$ cat config.mk
export PLATFORM = sky130hd
export DESIGN_NAME = pipe_hazard_ctrl_flat
export DESIGN_NICKNAME = d
export VERILOG_FILES = /design/src/rtl/pipe_hazard_ctrl_pkg.sv /design/src/rtl/pipe_hazard_ctrl_if.sv /design/src/rtl/pipe_hazard_ctrl_ldu.sv /design/src/rtl/pipe_hazard_ctrl.sv /design/src/flat_wrapper.sv
export SDC_FILE = /design/constraint.sdc
export NUM_CORES = 1
export LEC_CHECK = 0
export ABC_AREA = 1
export BUFFER_PORTS_ARGS = -buffer_cell sky130_fd_sc_hd__buf_2
export CAP_MARGIN = 40
export CORE_MARGIN = 2
export CORE_UTILIZATION = 45
export CTS_CLUSTER_SIZE = 25
export DETAILED_ROUTE_END_ITERATION = 10
export GPL_TIMING_DRIVEN = 1
export PLACE_DENSITY = 0.79
export RECOVER_POWER = 100
export SLEW_MARGIN = 20
export SYNTH_ARGS = -nofsm -noshare
export SYNTH_HDL_FRONTEND = slang
export SYNTH_HIERARCHICAL = 1
export SYNTH_SLANG_ARGS = --single-unit
$ cat constraint.sdc
create_clock -name clk_i -period 2.8 [get_ports clk_i]
set_input_delay 0.56 -clock clk_i [delete_from_list [all_inputs] [get_ports clk_i]]
set_output_delay 0.56 -clock clk_i [all_outputs]
set_load 0.01 [all_outputs]
$ cat src/rtl/pipe_hazard_ctrl_pkg.sv
// pipe_hazard_ctrl_pkg: shared types, widths and helpers for the pipeline
// hazard controller (FSM state encoding, control bundle, saturating counters).
package pipe_hazard_ctrl_pkg;

    // Controller FSM states
    typedef enum logic [1:0] {
        INIT     = 2'd0,
        RUN      = 2'd1,
        MEM_WAIT = 2'd2
    } state_e;

    // Architectural zero register: never a real producer, so never a hazard
    localparam logic [4:0] REG_ZERO = 5'd0;

    // Counter widths
    localparam int INIT_CNT_W = 4;
    localparam int WAIT_CNT_W = 8;
    localparam int PERF_CNT_W = 32;

    localparam logic [WAIT_CNT_W-1:0] WAIT_CNT_MAX = 8'hFF;
    localparam logic [PERF_CNT_W-1:0] PERF_CNT_MAX = 32'hFFFF_FFFF;

    // One cycle's worth of pipeline-register controls
    typedef struct packed {
        logic pc_write;
        logic if_id_stall;
        logic if_id_flush;
        logic id_ex_flush;
        logic freeze;
    } ctrl_t;

    // Pipeline being cleared: PC held, both front registers zeroed
    localparam ctrl_t CTRL_RESET = '{pc_write: 1'b0, if_id_stall: 1'b0,
                                     if_id_flush: 1'b1, id_ex_flush: 1'b1,
                                     freeze: 1'b0};

    // Outstanding data-memory access: everything holds
    localparam ctrl_t CTRL_FREEZE = '{pc_write: 1'b0, if_id_stall: 1'b1,
                                      if_id_flush: 1'b0, id_ex_flush: 1'b0,
                                      freeze: 1'b1};

    // Normal-flow decision once no memory access is pending. A load-use
    // hazard wins over a taken branch because the branch operands in ID
    // are not yet valid; the branch is re-resolved after the bubble.
    function automatic ctrl_t run_ctrl(input logic hazard, input logic taken);
        ctrl_t c;
        c = '{pc_write: 1'b1, if_id_stall: 1'b0, if_id_flush: 1'b0,
              id_ex_flush: 1'b0, freeze: 1'b0};
        if (hazard) begin
            c.pc_write    = 1'b0;
            c.if_id_stall = 1'b1;
            c.id_ex_flush = 1'b1;
        end else if (taken) begin
            c.if_id_flush = 1'b1;
        end else begin
            c.pc_write    = 1'b1;
        end
        return c;
    endfunction

    // Wait counter increment, saturating at its maximum
    function automatic logic [WAIT_CNT_W-1:0] wait_inc(input logic [WAIT_CNT_W-1:0] cnt);
        logic [WAIT_CNT_W-1:0] r;
        if (cnt == WAIT_CNT_MAX) begin
            r = cnt;
        end else begin
            r = cnt + 8'd1;
        end
        return r;
    endfunction

    // Conditional performance counter increment, saturating at its maximum
    function automatic logic [PERF_CNT_W-1:0] perf_inc(input logic [PERF_CNT_W-1:0] cnt,
                                                       input logic en);
        logic [PERF_CNT_W-1:0] r;
        if (en && (cnt != PERF_CNT_MAX)) begin
            r = cnt + 32'd1;
        end else begin
            r = cnt;
        end
        return r;
    endfunction

endpackage

$ cat src/rtl/pipe_hazard_ctrl_if.sv
// pipe_hazard_ctrl_if: hazard sources from ID/EX/MEM and the resulting
// pipeline controls. master = pipeline datapath, slave = hazard controller.
interface pipe_hazard_ctrl_if;

    logic [4:0] ID_rs_i;
    logic [4:0] ID_rt_i;
    logic       EX_MemRead_i;
    logic [4:0] EX_rt_i;
    logic       ID_taken_i;
    logic       dmem_miss_i;
    logic       dmem_ack_i;

    logic       PC_write_o;
    logic       IF_ID_Stall_o;
    logic       IF_ID_Flush_o;
    logic       ID_EX_Flush_o;
    logic       Freeze_o;
    logic       err_o;

    modport master (
        output ID_rs_i, ID_rt_i, EX_MemRead_i, EX_rt_i, ID_taken_i,
               dmem_miss_i, dmem_ack_i,
        input  PC_write_o, IF_ID_Stall_o, IF_ID_Flush_o, ID_EX_Flush_o,
               Freeze_o, err_o
    );

    modport slave (
        input  ID_rs_i, ID_rt_i, EX_MemRead_i, EX_rt_i, ID_taken_i,
               dmem_miss_i, dmem_ack_i,
        output PC_write_o, IF_ID_Stall_o, IF_ID_Flush_o, ID_EX_Flush_o,
               Freeze_o, err_o
    );

endinterface

$ cat src/rtl/pipe_hazard_ctrl_ldu.sv
// pipe_hazard_ctrl_ldu: combinational load-use comparator. Flags an
// instruction in ID that reads the register a load in EX is about to write.
module pipe_hazard_ctrl_ldu
    import pipe_hazard_ctrl_pkg::*;
(
    input  logic [4:0] id_rs_i,
    input  logic [4:0] id_rt_i,
    input  logic       ex_mem_read_i,
    input  logic [4:0] ex_rt_i,
    output logic       hazard_o
);

    logic rs_hit_s;
    logic rt_hit_s;

    // Compare the load destination against both ID source fields
    always_comb begin
        rs_hit_s = (ex_rt_i == id_rs_i);
        rt_hit_s = (ex_rt_i == id_rt_i);
        if (ex_mem_read_i && (ex_rt_i != REG_ZERO)) begin
            hazard_o = rs_hit_s || rt_hit_s;
        end else begin
            hazard_o = 1'b0;
        end
    end

endmodule

$ cat src/rtl/pipe_hazard_ctrl.sv
// pipe_hazard_ctrl: stall/flush/freeze sequencing for the 5-stage pipeline.
// Controls are Mealy (current state + current inputs) for zero-cycle hazard
// response; state, counters and the sticky watchdog error are registered.
// Optional feature macro: PIPE_HAZARD_CTRL_PERF_EN adds stall/flush counters.
module pipe_hazard_ctrl
    import pipe_hazard_ctrl_pkg::*;
#(
    parameter int INIT_CYCLES = 2,   // 1..15 post-reset clearing cycles
    parameter int MEM_TIMEOUT = 255  // 0 disables the memory-wait watchdog
) (
    input  logic              clk_i,
    input  logic              rst_i,
    pipe_hazard_ctrl_if.slave hz
`ifdef PIPE_HAZARD_CTRL_PERF_EN
    ,
    output logic [PERF_CNT_W-1:0] stall_cnt_o,
    output logic [PERF_CNT_W-1:0] flush_cnt_o
`endif
);

    localparam logic [INIT_CNT_W-1:0] INIT_LAST = INIT_CNT_W'(INIT_CYCLES - 1);
    localparam logic [WAIT_CNT_W-1:0] TIMEOUT_V = WAIT_CNT_W'(MEM_TIMEOUT);
    localparam logic                  WDOG_EN   = (MEM_TIMEOUT != 0);

    state_e                  state_q,    state_d;
    logic [INIT_CNT_W-1:0]   init_cnt_q, init_cnt_d;
    logic [WAIT_CNT_W-1:0]   wait_cnt_q, wait_cnt_d;
    logic                    err_q,      err_d;

    logic                    ldu_hazard_s;
    logic [WAIT_CNT_W-1:0]   wait_inc_s;
    logic                    wdog_hit_s;
    ctrl_t                   fsm_ctrl_s;
    ctrl_t                   ctrl_s;

    pipe_hazard_ctrl_ldu u_ldu (
        .id_rs_i       (hz.ID_rs_i),
        .id_rt_i       (hz.ID_rt_i),
        .ex_mem_read_i (hz.EX_MemRead_i),
        .ex_rt_i       (hz.EX_rt_i),
        .hazard_o      (ldu_hazard_s)
    );

    // Watchdog: the wait counter reaches the limit on this edge
    always_comb begin
        wait_inc_s = wait_inc(wait_cnt_q);
        if (WDOG_EN) begin
            wdog_hit_s = (wait_inc_s == TIMEOUT_V);
        end else begin
            wdog_hit_s = 1'b0;
        end
    end

    // Next-state, counter and control decode for the current cycle
    always_comb begin
        state_d    = state_q;
        init_cnt_d = init_cnt_q;
        wait_cnt_d = wait_cnt_q;
        err_d      = err_q;
        fsm_ctrl_s = CTRL_RESET;
        case (state_q)
            INIT: begin
                fsm_ctrl_s = CTRL_RESET;
                if (init_cnt_q == INIT_LAST) begin
                    state_d    = RUN;
                    init_cnt_d = {INIT_CNT_W{1'b0}};
                end else begin
                    init_cnt_d = init_cnt_q + 4'd1;
                end
            end
            RUN: begin
                if (hz.dmem_miss_i) begin
                    fsm_ctrl_s = CTRL_FREEZE;
                    state_d    = MEM_WAIT;
                    wait_cnt_d = {WAIT_CNT_W{1'b0}};
                end else begin
                    fsm_ctrl_s = run_ctrl(ldu_hazard_s, hz.ID_taken_i);
                end
            end
            MEM_WAIT: begin
                if (hz.dmem_ack_i) begin
                    // Access completes: release now; a fresh miss is not
                    // looked at until the next cycle.
                    fsm_ctrl_s = run_ctrl(ldu_hazard_s, hz.ID_taken_i);
                    state_d    = RUN;
                end else begin
                    fsm_ctrl_s = CTRL_FREEZE;
                    wait_cnt_d = wait_inc_s;
                    if (wdog_hit_s) begin
                        err_d   = 1'b1;
                        state_d = RUN;
                    end else begin
                        state_d = MEM_WAIT;
                    end
                end
            end
            default: begin
                fsm_ctrl_s = CTRL_RESET;
                state_d    = INIT;
                init_cnt_d = {INIT_CNT_W{1'b0}};
                wait_cnt_d = {WAIT_CNT_W{1'b0}};
            end
        endcase
    end

    // Reset overrides the controls in the same cycle it is asserted
    always_comb begin
        if (rst_i) begin
            ctrl_s = CTRL_RESET;
        end else begin
            ctrl_s = fsm_ctrl_s;
        end
    end

    // FSM state, counters and sticky error
    always_ff @(posedge clk_i) begin
        if (rst_i) begin
            state_q    <= INIT;
            init_cnt_q <= {INIT_CNT_W{1'b0}};
            wait_cnt_q <= {WAIT_CNT_W{1'b0}};
            err_q      <= 1'b0;
        end else begin
            state_q    <= state_d;
            init_cnt_q <= init_cnt_d;
            wait_cnt_q <= wait_cnt_d;
            err_q      <= err_d;
        end
    end

    assign hz.PC_write_o    = ctrl_s.pc_write;
    assign hz.IF_ID_Stall_o = ctrl_s.if_id_stall;
    assign hz.IF_ID_Flush_o = ctrl_s.if_id_flush;
    assign hz.ID_EX_Flush_o = ctrl_s.id_ex_flush;
    assign hz.Freeze_o      = ctrl_s.freeze;
    assign hz.err_o         = err_q;

`ifdef PIPE_HAZARD_CTRL_PERF_EN
    logic [PERF_CNT_W-1:0] stall_cnt_q, stall_cnt_d;
    logic [PERF_CNT_W-1:0] flush_cnt_q, flush_cnt_d;

    // Count stall cycles, and flush cycles outside the post-reset window
    // (the ack cycle of MEM_WAIT decodes as RUN and is counted too)
    always_comb begin
        stall_cnt_d = perf_inc(stall_cnt_q, ctrl_s.if_id_stall);
        flush_cnt_d = perf_inc(flush_cnt_q, ctrl_s.if_id_flush && (state_q != INIT));
    end

    // Performance counter registers
    always_ff @(posedge clk_i) begin
        if (rst_i) begin
            stall_cnt_q <= {PERF_CNT_W{1'b0}};
            flush_cnt_q <= {PERF_CNT_W{1'b0}};
        end else begin
            stall_cnt_q <= stall_cnt_d;
            flush_cnt_q <= flush_cnt_d;
        end
    end

    assign stall_cnt_o = stall_cnt_q;
    assign flush_cnt_o = flush_cnt_q;
`endif

endmodule

$ cat src/flat_wrapper.sv
// flat-port wrapper written by rule: the top's interface ports become plain ports
module pipe_hazard_ctrl_flat import pipe_hazard_ctrl_pkg::*;
#(
    parameter int INIT_CYCLES = 2,                                      
    parameter int MEM_TIMEOUT = 255                                        
)
  (clk_i, rst_i, hz_ID_rs_i, hz_ID_rt_i, hz_EX_MemRead_i, hz_EX_rt_i, hz_ID_taken_i, hz_dmem_miss_i, hz_dmem_ack_i, hz_PC_write_o, hz_IF_ID_Stall_o, hz_IF_ID_Flush_o, hz_ID_EX_Flush_o, hz_Freeze_o, hz_err_o);
  pipe_hazard_ctrl_if hz_i ();
  input  logic clk_i;
  input  logic rst_i;
  input wire logic [$bits(hz_i.ID_rs_i)-1:0] hz_ID_rs_i;
  input wire logic [$bits(hz_i.ID_rt_i)-1:0] hz_ID_rt_i;
  input wire logic [$bits(hz_i.EX_MemRead_i)-1:0] hz_EX_MemRead_i;
  input wire logic [$bits(hz_i.EX_rt_i)-1:0] hz_EX_rt_i;
  input wire logic [$bits(hz_i.ID_taken_i)-1:0] hz_ID_taken_i;
  input wire logic [$bits(hz_i.dmem_miss_i)-1:0] hz_dmem_miss_i;
  input wire logic [$bits(hz_i.dmem_ack_i)-1:0] hz_dmem_ack_i;
  output wire logic [$bits(hz_i.PC_write_o)-1:0] hz_PC_write_o;
  output wire logic [$bits(hz_i.IF_ID_Stall_o)-1:0] hz_IF_ID_Stall_o;
  output wire logic [$bits(hz_i.IF_ID_Flush_o)-1:0] hz_IF_ID_Flush_o;
  output wire logic [$bits(hz_i.ID_EX_Flush_o)-1:0] hz_ID_EX_Flush_o;
  output wire logic [$bits(hz_i.Freeze_o)-1:0] hz_Freeze_o;
  output wire logic [$bits(hz_i.err_o)-1:0] hz_err_o;
  assign hz_i.ID_rs_i = hz_ID_rs_i;
  assign hz_i.ID_rt_i = hz_ID_rt_i;
  assign hz_i.EX_MemRead_i = hz_EX_MemRead_i;
  assign hz_i.EX_rt_i = hz_EX_rt_i;
  assign hz_i.ID_taken_i = hz_ID_taken_i;
  assign hz_i.dmem_miss_i = hz_dmem_miss_i;
  assign hz_i.dmem_ack_i = hz_dmem_ack_i;
  assign hz_PC_write_o = hz_i.PC_write_o;
  assign hz_IF_ID_Stall_o = hz_i.IF_ID_Stall_o;
  assign hz_IF_ID_Flush_o = hz_i.IF_ID_Flush_o;
  assign hz_ID_EX_Flush_o = hz_i.ID_EX_Flush_o;
  assign hz_Freeze_o = hz_i.Freeze_o;
  assign hz_err_o = hz_i.err_o;
  pipe_hazard_ctrl #(.INIT_CYCLES(INIT_CYCLES), .MEM_TIMEOUT(MEM_TIMEOUT)) u_core (.clk_i(clk_i), .rst_i(rst_i), .hz(hz_i));
endmodule
## Yosys cells after proc, flatten, opt, wreduce, memory -nomap -nowiden

Cells that the tools add are included.

- Register bits after elaboration: 15
- Output and inout port bits: 6
- Word-level logic and storage cells: 46

- Equality and inequality tests: 10
- Reductions and logical operators: 8
- Mux-type cells: 20
- Bitwise operators: 2
- Add/subtract/negate cells: 2

Operator list:

| kind | number |
|---|---|
| two-way mux 8 bit | 3 |
| case mux 8 bit (3 select lines) | 1 |
| equality test 8 bit, second input constant | 2 |
| two-way mux 5 bit | 3 |
| equality test 5 bit | 2 |
| case mux 5 bit (2 select lines) | 1 |
| adder 8 x 1 -> 8 bit, second input constant | 1 |
| two-way mux 2 bit | 4 |
| case mux 4 bit (2 select lines) | 1 |
| case mux 2 bit (3 select lines) | 1 |
| AND reduction 3 bit | 2 |
| two-way mux 1 bit | 5 |
| nonzero test 5 bit | 1 |
| adder 4 x 1 -> 4 bit, second input constant | 1 |
| equality test 4 x 1 -> 1 bit, second input constant | 1 |
| two-way mux 4 bit | 1 |
| != test 2 bit, second input constant | 2 |
| equality test 2 x 1 -> 1 bit, second input constant | 1 |
| equality test 2 bit, second input constant | 1 |
| logical NOT 2 bit | 1 |
| != test 2 x 1 -> 1 bit, second input constant | 1 |
| inverter 1 bit | 2 |
| AND reduction 2 bit | 1 |
| OR reduction 2 bit | 1 |
| other kinds (2) | 2 |

## Longest topological paths before layout

Gate-level depths: netlist of the first run.

- Word-level depth: 7
- Gate-level depth with buffers: 12
- Gate-level depth less buffers: 12

## By module

Netlist of the first run, hierarchy kept.

By module, submodules not included:

| module | cells each | area each (um2) | times used | sequential area each (um2) |
|---|---|---|---|---|
| pipe_hazard_ctrl | 158 | 1,037.2 | 1 | 300.3 |
| pipe_hazard_ctrl_ldu | 45 | 195.2 | 1 | 0.0 |

## Least setup slack after synthesis of the first run

No wires, ideal clock.

- Path kind: register to output
- Start point: register u_core.state_q[0]
- End point: output hz_IF_ID_Stall_o
- Slack: 730 ps
- Data required time: 2,240 ps
- Stages on the path, launching flop included: 8
- Buffers on the path: 0
- Arrival: 1,510 ps
- Cells stage by stage: dfxtp_1 inv_1 ha_1 inv_1 nor2_1 inv_1 a21oi_1 a31o_2

- Longest elaborated chain between the ends: 3

Ends and longest elaborated chain:

| item | line | RTL |
|---|---|---|
| start: declaration | pipe_hazard_ctrl.sv:25 | `state_e state_q, state_d;` |
| start signal: assignment | pipe_hazard_ctrl.sv:123 | `state_q <= state_d;` |
| equality test 2 bit or equality test 2 x 1 -> 1 bit (tied branches) | pipe_hazard_ctrl.sv:61 | `case (state_q)` |
| case mux 5 bit (2 select lines) * | pipe_hazard_ctrl.sv:61 |  |
| two-way mux 5 bit * | pipe_hazard_ctrl.sv:108 | `if (rst_i) begin` |
| end: declaration | flat_wrapper.sv:19 | `output wire logic [$bits(hz_i.IF_ID_Stall_o)-1:0] hz_IF_ID_Stall_o;` |

Every way passes the cells marked *; elsewhere a longest branch is shown, timed or not.

## Worst setup path in the final report of the first run

Ends and elaborated chain as after synthesis.

==> impl_metrics.ini, run 1 <==
[place]
numPortBuffers = 26
pre_cts_slack_ns = 0.615
gp_congestion = 0.894
placed_area_mm2 = 0.00140
dp.cells = 258
dpl.hpwl_um = 2020

[hold_path]
hold_path.class = reg2reg
min_path_cells = 1

[yosys]
synth_edf_count = 0
synth-seq-cells = 15
synth_warnings = 6
netlist_area_mm2 = 0.00123
async_flop_share_pct = 0
synth.distinct_cells = 26
syn_inst = 203
synthesis.nets = 231
ys.flop_type = dfxtp_1
postSynthAreaPerCell_um2 = 6.07
yosysSeqAreaShare_pct = 24.4

[clock_network]
cts_max_path_buffers = 2
clk_pin_slew_ns = 0.09
tritoncts = done
htree_levels = 1
cts_hold_buf = 0
cts-resized-gates = 0
post-cts-setup-buffer-count = 0
numCtsBuffers = 3
cts-root-buf = clkbuf_4
insertion_delay_ns = 0.27
cts_sinks = 15

[floorplanning]
die_width_um = 56.3
rows = 18
die_h_um = 56.3
dieArea_mm2 = 0.00317
core-area_mm2 = 0.00254
ios = 27
initial_core_util_pct = 48.4

[grt]
grt_pass1_wl_um = 4410
grt.total_usage_pct = 16.7
grt_max_degree = 13
grt_pass1_vias = 1109
grt_overflow = 0
grt_antenna_before_repair = 0

[sta]
maxSlewHeadroom_pct = 38.5
fin_crit_ns = 2.51
fin_tns_setup_ns = 0
fmaxAchievable_mhz = 399
hold_viol_final = 0
skew_ns = 0.00198
worst-slew-pin-transition_ns = 0.912
fin_hold_ws_ns = 0.481
fin_crit_sh_pct = 89.5
rsz0062_at_grt = false
setup_viol = 0
setup_ws_ns = 0.293
drv_slew = 0

[setup_path]
reg2reg_depth = 7
worstPathArrival_ns = 1.95
required_ns = 2.24
startpoint_type = register
crit_fanout = 5
cp-end-kind = primary output
reg2reg_setup_slack_ns = 0.60
critPathKind = reg2out

[final_layout]
layout_commonest_cell = nand2_1
final_util_pct = 55.0
areaGrowthSynthToFinish_pct = 13.5
fin_area_mm2 = 0.00140
diodes = 0
final_cell_mix = 67 x nand2_1, 28 x inv_1, 21 x buf_2, 20 x nor2_1, 15 x dfxtp_1
drive_gt1_share_pct = 18.1
fin_cells = 262
nNetsFinal = 261
nFillCells = 266

[pwr]
p_leak_nw = 0.657
p_total_mw = 0.776
powerDensity_mw_per_mm2 = 555
vdd_drop_max_uv = 410

[route]
routedWlPerCell_um = 9.54
num_vias = 1255
drc = 0
ant_nets = 0
drtIter0Drc = 23
routed_wirelength_um = 2500
viasPerCell = 4.79
drt-pass1-iter-count = 4

[outcome]
outcome = complete, no violations

[job]
cap_violations = 0
-- cell type report --
type / instances / area, um2 / area share [%]
sequential: 15 / 300 / 21.5
clock buffer: 3 / 22.5 / 1.61
inverter: 34 / 128 / 9.12
timing repair buffer: 26 / 124 / 8.86
multi-input combinational: 153 / 782 / 55.9
tap: 30 / 37.5 / 2.68
clock inverter: 1 / 5.00 / 0.358
-- worst max-delay path, cell delays in order (launching register included) --
cell and delay, ns:
dfxtp_1 0.41, inv_1 0.10, ha_1 0.34, inv_1 0.08, nor2_1 0.22, inv_1 0.09
a21oi_1 0.17, a31o_2 0.13, buf_2 0.12
-- Yosys cell counts, types with 4 or more instances --
library cell / number / area share, %
a21oi_1: 12 / 4.9
o21ai_0: 5 / 2.0
nor2_1: 19 / 5.8
nand3_2: 4 / 3.2
inv_1: 27 / 8.2
dfxtp_1: 15 / 24
inv_2: 6 / 1.8
nand2_1: 66 / 20
nand3_1: 13 / 5.3
ha_1: 7 / 7.1
-- metal layers --
layer	wire length, um	track usage, %	part of all wire [%]
met1	1200	21.3	48
met2	1220	30.3	49
met3	65	2.07	2.6
met4	8	3.06	0.32
met5	0	0	0
-- cells by family after synthesis --
kind of cell    after synthesis  synth area share [%]
simple gates                114                  41.1
compound gates               26                  12.5
fa+ha+maj                     7                  7.11
buf+inv                      35                  10.7
flops                        15                  24.4
xor+xnor                      6                  4.26
-- path summary, 6_finish.rpt --
check / startpoint / end
worst max-delay path: u_core/state_q[0] / hz_IF_ID_Stall_o
worst min-delay path: u_core/hz.err_o / u_core/hz.err_o
worst max register to register: u_core/state_q[0] / u_core/wait_cnt_q[5]
worst min register to register: u_core/hz.err_o / u_core/hz.err_o
-- flip-flops by register name, indices dropped and copies added (netlist names) --
name               cells
u_core/state_q         2
u_core/hz.err_o        1
u_core/init_cnt_q      4
u_core/wait_cnt_q      8
-- power by group --
group | internal, mW | total [mW] | switching [mW]
clock network | 0.0528 | 0.119 | 0.0666
logic | 0.130 | 0.385 | 0.256
registers | 0.241 | 0.271 | 0.0301
total | 0.424 | 0.776 | 0.352
Power figures use the tool's default switching activity.
==> run 2: changes to the inputs <==
Settings changed: ABC_AREA 1 to unset, PLACE_DENSITY 0.79 to 0.8, SKIP_CTS_REPAIR_TIMING set to 1.
==> run 2 against run 1 <==
Combinational power fell by 5%. Die area fell by 6.6%. Flip-flop and latch count did not move. Maximum frequency rose by 2.1%. Area after synthesis fell by 7.1%. Power fell by 2.1%. Sequential power fell by 3%. Critical path type is now in2out.
==> impl_metrics.ini, run 2 <==
[route]
ant_nets = 0
dr.max_layer_used = met4
route.met3.wl_um = 185
drt-pass1-iter-count = 4
wl_met1_um = 1180
viasPerCell = 5.86
route.met2.wl_um = 1230
routed_wirelength_um = 2640
drc = 0
num_vias = 1160
routedWlPerCell_um = 13.3
drtIter0Drc = 35

[hold_path]
hold_path.class = reg2reg
min_path_cells = 2

[pwr]
power_frac_seq_pct = 34.6
p_leak_nw = 0.491
swShare_pct = 42.3
pwr-share-comb_pct = 48.3
p_total_mw = 0.760
powerDensity_mw_per_mm2 = 581
clockPowerShare_pct = 17.1
vdd_drop_max_uv = 655
internal_power_mw = 0.438
p_sw_mw = 0.322

[grt]
grt_overflow = 0
grt_pass1_wl_um = 4190
grt.total_usage_pct = 19.7
grt_max_degree = 14
grt_antenna_before_repair = 0
grt_pass1_vias = 1025

[setup_path]
startpoint_type = input port
required_ns = 2.24
crit_slowest_cell = a21oi_1
cp-end-kind = primary output
reg2reg_depth = 5
critPathKind = in2out
worstPathArrival_ns = 1.90
max_stage_delay_ns = 0.29
worstPathCellList = buf_2 -> xor2_1 -> nor3_1 -> nand3_1 -> a21oi_1 -> o21ai_0 -> a31oi_1 -> clkbuf_1
crit_fanout = 4

[yosys]
synthesis.nets = 171
async_flop_share_pct = 0
ys.flop_type = dfxtp_1
synthTopCellsByCount = 15 x dfxtp_1, 11 x nor2_1, 9 x a21oi_1, 9 x xor2_1
synth-seq-cells = 15
synth_warnings = 6
netlist_area_mm2 = 0.00114
synth_edf_count = 0
yosysSeqAreaShare_pct = 26.2
yosys.area.top_type = dfxtp_1
synth_top_area_share_pct = 26.2
postSynthAreaPerCell_um2 = 8.01
yosys-top-cells-area = dfxtp_1 26%, ha_1 7.7%, xor2_1 6.9%, xnor2_1 5.4%, a21oi_1 3.9%
yosysMostFrequentCell = dfxtp_1
syn_inst = 143
synth.distinct_cells = 39

[place]
placed_area_mm2 = 0.00129
gp_congestion = 0.909
numPortBuffers = 26
dp.cells = 194
pre_cts_slack_ns = 0.382
dpl.hpwl_um = 2050

[job]
cap_violations = 0

[final_layout]
fin_cells = 198
nFillCells = 236
final_util_pct = 53.3
top_regs = u_core/wait_cnt_q: 8 flops, u_core/init_cnt_q: 4 flops, u_core/state_q: 2 flops
areaGrowthSynthToFinish_pct = 14.2
diodes = 0
layout_commonest_cell = buf_2
regArea_um2 = 300
nNetsFinal = 197
largest_reg_flops = 8
multi_input_area_um2 = 790
final_cell_mix = 20 x buf_2, 15 x dfxtp_1, 11 x nor2_1, 9 x a21oi_1, 9 x xor2_1
regMostFlops = u_core/wait_cnt_q
fin_area_mm2 = 0.00131
drive_gt1_share_pct = 14.9

[sta]
drv_slew = 0
fin_hold_ws_ns = 0.495
fmaxAchievable_mhz = 407
fin_crit_ns = 2.46
rsz0062_at_grt = false
fin_tns_setup_ns = 0
setup_ws_ns = 0.344
fin_crit_sh_pct = 87.7
maxSlewHeadroom_pct = 67.3
setup_viol = 0
worst-slew-pin-transition_ns = 0.491
skew_ns = 0.00264
hold_viol_final = 0

[clock_network]
numCtsBuffers = 3
cts_max_path_buffers = 2
htree_levels = 1
cts_sinks = 15
tritoncts = done
insertion_delay_ns = 0.30
cts-root-buf = clkbuf_4
clk_pin_slew_ns = 0.09

[floorplanning]
die_h_um = 54.4
core-area_mm2 = 0.00245
dieArea_mm2 = 0.00296
die_width_um = 54.4
ios = 27
initial_core_util_pct = 46.6
rows = 18

[outcome]
outcome = complete, no violations
==> run 2: changes by cell type in the layout (fill, tap and decap cells not counted), sizes merged, moves of 4 or more <==
cell and change:
inv -26, a211oi +5, nand3 -13, xnor2 +4, xor2 +6, nor2 -12, a21oi -6, nand2 -62
a21o +4
==> run 2: cell families (layout without fill, tap and decap cells) <==
logic type / after synthesis / in the layout / synth area share [%]
and+or+nand+nor: 47 / 47 / 22.3
AOI/OAI and AO/OA: 43 / 43 / 25.2
xor gates and xnor gates: 16 / 16 / 12.2
buffers and inverters: 13 / 38 / 4.59
DFF: 15 / 15 / 26.2
muxes: 2 / 2 / 1.75
adders and majority gates: 7 / 7 / 7.65
==> run 2: path summary, 6_finish.rpt <==
kind,slack [ns],start,end
max,0.34,hz_EX_rt_i[0],hz_IF_ID_Stall_o
min,0.49,u_core/hz.err_o,u_core/hz.err_o
max reg2reg,0.74,u_core/wait_cnt_q[1],u_core/hz.err_o
min reg2reg,0.49,u_core/hz.err_o,u_core/hz.err_o
==> run 2: layout make-up <==
type | instances | share of cell area (%)
Clock buffer | 3 | 1.72
Timing Repair Buffer | 27 | 9.67
Sequential cell | 15 | 23.0
Tap cell | 30 | 2.87
Multi-Input combinational cell | 115 | 60.4
Clock inverter | 1 | 0.383
Inverter | 7 | 2.01
==> run 2: worst max-delay path: cells and delay by family <==
family,cells,cell delay (ns)
compound gates,3,0.61
xor+xnor,1,0.15
simple gates,2,0.29
buf+inv,2,0.28
==> run 2: power by group through the flow <==
stage / Clock [mW] / Sequential (mW) / Combinational (mW)
floorplan: 0 / 0.262 / 0.286
global placement: 0 / 0.266 / 0.363
detailed placement: 0 / 0.267 / 0.380
CTS: 0.134 / 0.262 / 0.381
global route: 0.141 / 0.267 / 0.412
finish: 0.130 / 0.263 / 0.367
==> run 2: routing by layer <==
metal,track usage [%],vias to the layer above
met3,3.55,6
met4,11.7,0
met5,0,-
met2,32.5,37
met1,23.8,532
li1,-,585
==> run 3: changes to the inputs <==
Settings changed: CTS_BUF_LIST set to sky130_fd_sc_hd__clkbuf_4 sky130_fd_sc_hd__clkbuf_8 sky130_fd_sc_hd__clkbuf_16.
Clock period 2.8 ns to 2.3 ns, I/O delays scaled along.
==> run 3 against run 2 <==
Routed wire length rose by 3.6%. Final area rose by 2.2%. Clock skew fell by 0.00081 ns. Largest power group unchanged. Critical endpoint is now hz_IF_ID_Flush_o. Critical path type is now reg2out.
==> impl_metrics.ini, run 3 (synthesis results as in run 2) <==
[grt]
grt_pass1_vias = 1032
grt_max_degree = 14
grt.total_usage_pct = 19.2
grt_overflow = 0
grt_pass1_wl_um = 4230
grt_antenna_before_repair = 0

[clock_network]
htree_levels = 1
cts-root-buf = clkbuf_4
insertion_delay_ns = 0.28
clk_pin_slew_ns = 0.09
tritoncts = done
cts_sinks = 15
numCtsBuffers = 3
cts_max_path_buffers = 2

[route]
routedWlPerCell_um = 13.7
drt-pass1-iter-count = 4
drc = 0
drtIter0Drc = 46
ant_nets = 0
viasPerCell = 5.94
routed_wirelength_um = 2740
num_vias = 1188

[setup_path]
worst_r2r_startpoint = u_core/init_cnt_q[0]
critPathKind = reg2out
reg2reg_setup_slack_ns = 0.23
critPathLaunch = u_core/state_q[1]
r2r-end = u_core/state_q[0]
crit_fanout = 6
startpoint_type = register
cp-end-kind = primary output
reg2reg_depth = 5
worstPathArrival_ns = 1.73
required_ns = 1.84
endpoint = hz_IF_ID_Flush_o

[sta]
fin_crit_sh_pct = 95.3
fmaxAchievable_mhz = 456
setup_viol = 0
hold_viol_final = 0
rsz0062_at_grt = false
skew_ns = 0.00183
maxSlewHeadroom_pct = 69.2
setup_ws_ns = 0.107
worst-slew-pin-transition_ns = 0.462
fin_crit_ns = 2.19
fin_tns_setup_ns = 0
drv_slew = 0

[pwr]
p_leak_nw = 0.513
internal_power_mw = 0.561
clockPowerShare_pct = 17.2
p_sw_mw = 0.384
vdd_drop_max_uv = 608
swShare_pct = 40.6
power_frac_seq_pct = 34.1
powerDensity_mw_per_mm2 = 707
pwr-share-comb_pct = 48.8
p_total_mw = 0.945

[final_layout]
regMostFlops = u_core/wait_cnt_q
drive_gt1_share_pct = 19.4
diodes = 0
nFillCells = 244
layout_commonest_cell = buf_2
final_util_pct = 54.4
nNetsFinal = 199
largest_reg_flops = 8
areaGrowthSynthToFinish_pct = 16.7
top_regs = u_core/wait_cnt_q: 8 flops, u_core/init_cnt_q: 4 flops, u_core/state_q: 2 flops
final_cell_mix = 21 x buf_2, 14 x dfxtp_1, 11 x nor2_1, 9 x xor2_1
fin_cells = 200

[floorplanning]
die_width_um = 54.4
rows = 18
die_h_um = 54.4
ios = 27
initial_core_util_pct = 46.6
core-area_mm2 = 0.00245
dieArea_mm2 = 0.00296

[place]
dp.cells = 196
dpl.hpwl_um = 2140
pre_cts_slack_ns = 0.0795
gp_congestion = 0.940
numPortBuffers = 26

[hold_path]
hold_path.class = reg2reg

[outcome]
outcome = complete, no violations

[job]
cap_violations = 0
run 3: worst min path at each step:
stage	start	to	slack (ns)	cells after the start
CTS	u_core/hz.err_o	u_core/hz.err_o	0.48	2
floorplan	u_core/wait_cnt_q[7]	u_core/wait_cnt_q[7]	0.47	2
global placement	u_core/hz.err_o	u_core/hz.err_o	0.45	2
detailed placement	u_core/hz.err_o	u_core/hz.err_o	0.45	2
global route	u_core/hz.err_o	u_core/hz.err_o	0.49	2
finish	u_core/hz.err_o	u_core/hz.err_o	0.48	2
run 3: metal layers:
metal / GRT usage, % / share of wire (%) / up-vias
met5: 0 / 0 / -
met3: 1.64 / 6.5 / 2
met2: 35.3 / 50 / 46
li1: - / - / 590
met1: 23.8 / 43 / 550
met4: 5.00 / 0.26 / 0
run 3: per-stage QoR:
stage | hold slack, ns | area [um2]
2_1_floorplan | 0.471 | 1140
3_3_place_gp | 0.448 | 1310
3_5_place_dp | 0.453 | 1310
4_1_cts | 0.477 | 1340
5_1_grt | 0.494 | 1340
6_report | 0.477 | 1340
run 3: final cells by class:
class | count | area [um2] | share of cell area (%)
Tap cell | 30 | 37.5 | 2.81
Inverter | 7 | 26.3 | 1.97
Sequential cell | 15 | 302 | 22.6
Clock buffer | 4 | 30.0 | 2.25
Multi-Input combinational cell | 115 | 796 | 59.6
Timing Repair Buffer | 29 | 145 | 10.9
run 3: worst max-delay path: stages (launching register included):
cell	delay, ns
dfxtp_2	0.39
inv_1	0.08
ha_1	0.20
nor2b_1	0.19
a21oi_1	0.22
nor2_1	0.06
a21o_1	0.18
clkbuf_2	0.13
run 3: power by group through the flow:
stage / Clock [mW] / Combinational (mW) / Sequential, mW
floorplan: 0 / 0.348 / 0.319
global placement: 0 / 0.448 / 0.323
detailed placement: 0 / 0.467 / 0.328
CTS: 0.171 / 0.469 / 0.321
global route: 0.175 / 0.517 / 0.326
finish: 0.162 / 0.461 / 0.322
